### src/rtl/pdq_pipe_pkg.sv
// Shared definitions for the pdq pipeline control blocks.
package pdq_pipe_pkg;

    localparam int STALL_W_DEFAULT = 16;

    // Width needed to hold any occupancy value from 0 to depth inclusive.
    function automatic int count_w(input int depth);
        return (depth < 1) ? 1 : $clog2(depth + 1);
    endfunction

endpackage

### src/rtl/register_pipeline_ctrl.sv
// Valid-bit controller for a chain of externally held register stages.
// Collapses bubbles, supports flush, and counts output-stall cycles.
module register_pipeline_ctrl
    import pdq_pipe_pkg::*;
#(
    parameter int DEPTH   = 2,
    parameter int STALL_W = STALL_W_DEFAULT
) (
    input  logic                      CLK,
    input  logic                      RESET,
    input  logic                      I_valid,
    output logic                      I_ready,
    output logic                      O_valid,
    input  logic                      O_ready,
    input  logic                      FLUSH,
    output logic [DEPTH-1:0]          CE,
    output logic [count_w(DEPTH)-1:0] COUNT,
    output logic [STALL_W-1:0]        STALL_CNT
);

    localparam int CW = count_w(DEPTH);

    logic [DEPTH-1:0]   valid;
    logic [DEPTH-1:0]   rdy;
    logic [DEPTH-1:0]   shifted;
    logic [DEPTH-1:0]   v_next;
    logic [CW-1:0]      pop;
    logic [STALL_W-1:0] stall_cnt;
    logic               full_tail;
    logic               stalled;

    // A stage can load unless it and every stage after it are full while the output is blocked.
    always_comb begin
        full_tail = 1'b1;
        rdy       = '0;
        for (int i = DEPTH - 1; i >= 0; i--) begin
            full_tail = full_tail & valid[i];
            rdy[i]    = ~full_tail | O_ready;
        end
    end

    assign shifted = (valid << 1) | DEPTH'(I_valid);
    assign v_next  = (shifted & rdy) | (valid & ~rdy);

    always_comb begin
        pop = '0;
        for (int i = 0; i < DEPTH; i++) begin
            pop = pop + CW'(valid[i]);
        end
    end

    // Valid bits still hold pre-reset contents during the reset cycle, so mask them at the outputs.
    assign CE        = rdy & {DEPTH{~FLUSH}};
    assign I_ready   = (rdy[0] | RESET) & ~FLUSH;
    assign O_valid   = valid[DEPTH-1] & ~FLUSH & ~RESET;
    assign COUNT     = RESET ? '0 : pop;
    assign STALL_CNT = stall_cnt;
    assign stalled   = O_valid & ~O_ready;

    always_ff @(posedge CLK) begin
        if (RESET) begin
            valid <= '0;
        end else if (FLUSH) begin
            valid <= '0;
        end else begin
            valid <= v_next;
        end
    end

    always_ff @(posedge CLK) begin
        if (RESET) begin
            stall_cnt <= '0;
        end else if (stalled && (stall_cnt != '1)) begin
            stall_cnt <= stall_cnt + STALL_W'(1);
        end
    end

endmodule

### config.mk
export PLATFORM = sky130hd
export DESIGN_NAME = register_pipeline_ctrl
export DESIGN_NICKNAME = d
export VERILOG_FILES = /design/src/rtl/pdq_pipe_pkg.sv /design/src/rtl/register_pipeline_ctrl.sv
export SDC_FILE = /design/constraint.sdc
export NUM_CORES = 1
export LEC_CHECK = 0
export ABC_AREA = 1
export CAP_MARGIN = 20
export CORE_MARGIN = 5
export CORE_UTILIZATION = 45
export CTS_BUF_LIST = sky130_fd_sc_hd__clkbuf_4 sky130_fd_sc_hd__clkbuf_8
export CTS_CLUSTER_DIAMETER = 80
export DETAILED_ROUTE_END_ITERATION = 16
export HOLD_SLACK_MARGIN = 0.08
export MAX_ROUTING_LAYER = met4
export PLACE_DENSITY = 0.73
export SLEW_MARGIN = 20
export SYNTH_ARGS = -nofsm -noshare
export SYNTH_HDL_FRONTEND = slang
export SYNTH_SLANG_ARGS = --single-unit
### constraint.sdc
create_clock -name CLK -period 2.1 [get_ports CLK]
set_clock_uncertainty 0.2 [all_clocks]
set_input_delay 0.42 -clock CLK [delete_from_list [all_inputs] [get_ports CLK]]
set_output_delay 0.42 -clock CLK [all_outputs]
set_load 0.01 [all_outputs]
Word-level counts from Yosys, hierarchy flattened
Cells that the tools add are included.
{"block": "word_totals", "register_bits": 18}
{"block": "op_classes", "n_addsub": 2, "eq_ne": 1, "n_mux": 1, "bitwise": 19, "n_reduce_logical": 2}
{"operator": "adder 16 x 1 -> 16 bit, second input constant", "n": 1}
{"operator": "!= test 16 bit, second input constant", "n": 1}
{"operator": "bitwise AND 2 bit", "n": 3}
{"operator": "bitwise AND 1 bit", "n": 5}
{"operator": "inverter 1 bit", "n": 5}
{"operator": "OR 1 bit", "n": 3}
{"operator": "adder 1 x 1 -> 2 bit", "n": 1}
{"operator": "two-way mux 2 bit", "n": 1}
{"operator": "inverter 2 bit", "n": 1}
{"operator": "OR 2 x 1 -> 2 bit", "n": 1}
{"operator": "OR 2 bit", "n": 1}
{"operator": "OR reduction 2 bit", "n": 1}
{"operator": "logical AND 1 bit", "n": 1}

Logic depth before layout (Yosys ltp)
{"block": "depth", "depth_word": 6, "mapped_depth": 10}

Worst setup path before layout
Ideal clock, no wire load.
{"block": "synth_path", "path_type": "flip-flop to flip-flop", "start": "register stall_cnt[1] (netlist: STALL_CNT[1])", "end": "register stall_cnt[3] (netlist: STALL_CNT[3])", "setup_ps": 115, "t_arrival_ps": 1350, "required_time_ps": 1785, "path_slack_ps": 435, "stages_incl_launch_ff": 10, "path_buffers": 1, "period_less_slack_ps": 1665, "cell_sequence": "dfxtp_1 -> ha_1 -> nand2_1 -> nor2_2 -> nand2_2 -> inv_2 -> nand3_4 -> buf_6 -> a21oi_1 -> nor2_1"}
{"block": "synth_between", "elab_chain_cells": 2, "elab_cells_between_ends": 3, "classes_between": "1 x add/sub; 1 x eq/ne; 1 x reduce/logical"}
{"element": "start, declared", "line_no": "register_pipeline_ctrl.sv:28", "source": "logic [STALL_W-1:0] stall_cnt;"}
{"element": "start signal, assigned", "line_no": "register_pipeline_ctrl.sv:74", "source": "stall_cnt <= stall_cnt + STALL_W'(1);"}
{"element": "branches (longest 2 deep; another with adder 16 x 1 -> 16 bit)"}
Several ways; the timed one is not identified.
A chain may end at the register's enable or synchronous reset.

Worst setup path in the final report
{"block": "layout_path", "start": "input port FLUSH", "end": "output port O_valid"}
{"block": "layout_between", "elab_chain_cells": 3}
{"element": "start, declared", "line_no": "register_pipeline_ctrl.sv:15", "source": "input logic FLUSH,"}
{"element": "inverter 1 bit", "line_no": "register_pipeline_ctrl.sv:55", "source": "assign O_valid = valid[DEPTH-1] & ~FLUSH & ~RESET;"}
{"element": "bitwise AND 1 bit (2 in series)", "line_no": "register_pipeline_ctrl.sv:55"}
{"element": "end, declared", "line_no": "register_pipeline_ctrl.sv:13", "source": "output logic O_valid,"}
Every way passes these cells.

==> results.md <==
* Status: finished, final reports clean
* Root Driver: clkbuf_4
* RSZ-0062 raised after global routing: no
* Most common cell in the netlist: nand2_1
* Final Non-Filler Cells at 257
* Fraction of registers with async set or reset after synthesis at 0
* Port Buffers at 26
* Layout area overhead at 31.55%
* TritonCTS clock tree: built
* Core Area at 2455 um2
* EDFF count, synth at 0
* Peak Freq at 0.5001 GHz
* Hold_ws at 0.2937 ns
* Antenna viol nets, final at 0
* Top Usage Layer GRT: met2
* Inserted Clock Buffers at 3
* Element type at the critical path end: primary output
* Worst-Margin Slew at 0.3164 ns
* GP Congestion at 0.8657
* Seq cells post-synth at 18
* Antenna cell count at 0
* Routed wire per std cell at 11.14 um
* H-tree levels at 1
* Initial DRC count at 36
* CP Data Arrival Time at 1.38 ns
* Die area at 3656 um2
* CTS Sinks at 18
* Number of global-route vias before repair at 1171
* Drt via density at 4.918
* Final count of negative-setup-slack endpoints at 0
* Clock Path Buffers at 2
* Worst EP required at 1.48 ns
* Crit path launch type: primary input
* TritonRoute pass-1 iters at 4
* Slew Limit Fails at 0
* Ys Warns at 0
* Starting Density at 0.4669
* Crit path max fanout at 4
* Hold-fix buffers at CTS at 0
* Met1 Track Usage GR at 0.2062
* Cells after Synth at 193
* Leakage at 0.6281 nW
* Filler Cell Count at 256
* Crit. Startpoint: FLUSH
* Syn avg cell area at 5.938 um2
* Mapped Area at 1146 um2
* Largest area contributor in the netlist: dfxtp_1
* Area share of the largest cell type after synthesis at 0.3144
* I/O pin count at 27
* # DRC at 0
* Global routing usage on met2 at 0.3056
* Layout cell share with drive strength beyond 1 at 0.1278
* Hold Vio Cnt, Final at 0
* Hold path depth at 2
* Row count at 18
* Setup Buffers After CTS at 0
* # Max-Cap Violations at 0
* Met3 Use GR at 0.03191
* Nets at 236
* Die H at 60.47 um
* Clk Latency, worst-skew pair at 0.29 ns
* Initial antenna violation count at 0
* Synth cell types at 20
* Cell total after placement at 254
* Synth cell count leaders: nand2_1 (52), nor2_1 (44), inv_1 (21)
* Worst slew margin at 0.7883
* Dpl hpwl at 2.262 mm
* First-pass GRT wire length at 4.816 mm
* R2r worst-path depth at 8
* Crit Path Class: in2out
* Clock transition at path regs at 0.10 ns
* Top post-synthesis cells by area: dfxtp_1 (31%), nand2_1 (17%), nor2_1 (14%)
* VDD IR max at 0.3080 mV
* Final period utilization at 0.9521
* Part of the Yosys area used for sequential elements at 0.3144
* Hold/Removal Path Class: reg2reg
* GRT Util Overall at 0.1750
* GRT overflow at 0
* PwrDens at 376.4 nW/um2
* Vias post-DR at 1264
* Syn Nets at 200
* Fin crit period at 1.999 ns
* Die X at 60.47 um
* Worst r2r src: STALL_CNT[0]$_SDFFE_PP0P_
* Top FF cell, synth: dfxtp_1
* Routed wire length at 2.864 mm
* Largest net degree at the start of global routing at 14
## worst max-delay path: stages
cell             delay (ns)
clkdlybuf4s50_1        0.53
inv_2                  0.06
nand2_1                0.06
nor2_1                 0.03
dlygate4sd2_1          0.27
## path summary, 6_finish.rpt
check                                    end  slack [ns]
setup / recovery                     O_valid        0.10
hold / removal                     flip-flop        0.29
setup reg to reg  STALL_CNT[13]$_SDFFE_PP0P_        0.30
hold reg to reg                    flip-flop        0.29
## through the flow
step | utilization | total power, mW | area [um2] | worst slack (ns) | setup TNS [ns]
final | 0.6142 | 0.5676 | 1508 | 0.1006 | 0
after global routing | 0.6142 | 0.5888 | 1508 | 0.04537 | 0
after CTS | 0.6121 | 0.5740 | 1503 | -0.1890 | -0.1890
after detailed placement | 0.6045 | 0.3993 | 1484 | -0.2244 | -1.124
after global placement | 0.6045 | 0.3983 | 1484 | -0.1998 | -0.9791
after floorplan | - | 0.3708 | 1146 | 0.4346 | 0
## placed cells by master, fill, tap and decap left out, drive strengths merged
cell type	count
a21oi	12
buf	8
clkbuf	4
clkdlybuf4s50	20
dfxtp	18
dlygate4sd2	4
dlymetal6s2s	1
ha	2
inv	24
nand2	57
nand3	19
nand4	2
nor2	50
nor3	1
o21ai	3
o21bai	1
xor2	1
## layout make-up
| type | instances | area, um2 | area share |
|---|---|---|---|
| multi-input cells | 148 | 683.2 | 0.4531 |
| repair buffers | 34 | 312.8 | 0.2075 |
| clock buffers | 3 | 22.52 | 0.01494 |
| inverters | 24 | 90.09 | 0.05975 |
| flip-flops and latches | 18 | 361.6 | 0.2398 |
| well taps | 30 | 37.54 | 0.02490 |
## timing repair
action                                  4_1_cts  5_1_grt
endpoints found under the hold margin         0        0
resized for setup                             6        5
endpoints found under the setup margin        6        2
## cell families (layout without fill, tap and decap cells)
group,Yosys count,after routing,share of synthesized area
and+or+nand+nor,129,129,0.4880
adders and majority gates,2,2,0.02183
buffers and inverters,27,61,0.09606
AOI/OAI and AO/OA,16,16,0.07205
DFF,18,18,0.3144
xor gates and xnor gates,1,1,0.007643
## report_power, final
group	switching, mW	leakage, nW	internal [mW]
clock	0.112	0.0138	0.0667
combinational	0.0225	0.469	0.0231
sequential	0.00100	0.146	0.343
## metal layers
metal / wire length, um / up-vias
met5: 0 / -
met3: 126 / 4
met4: 38 / 0
met1: 1358 / 564
met2: 1341 / 25
li1: - / 671
(Power assumes the default switching activity.)
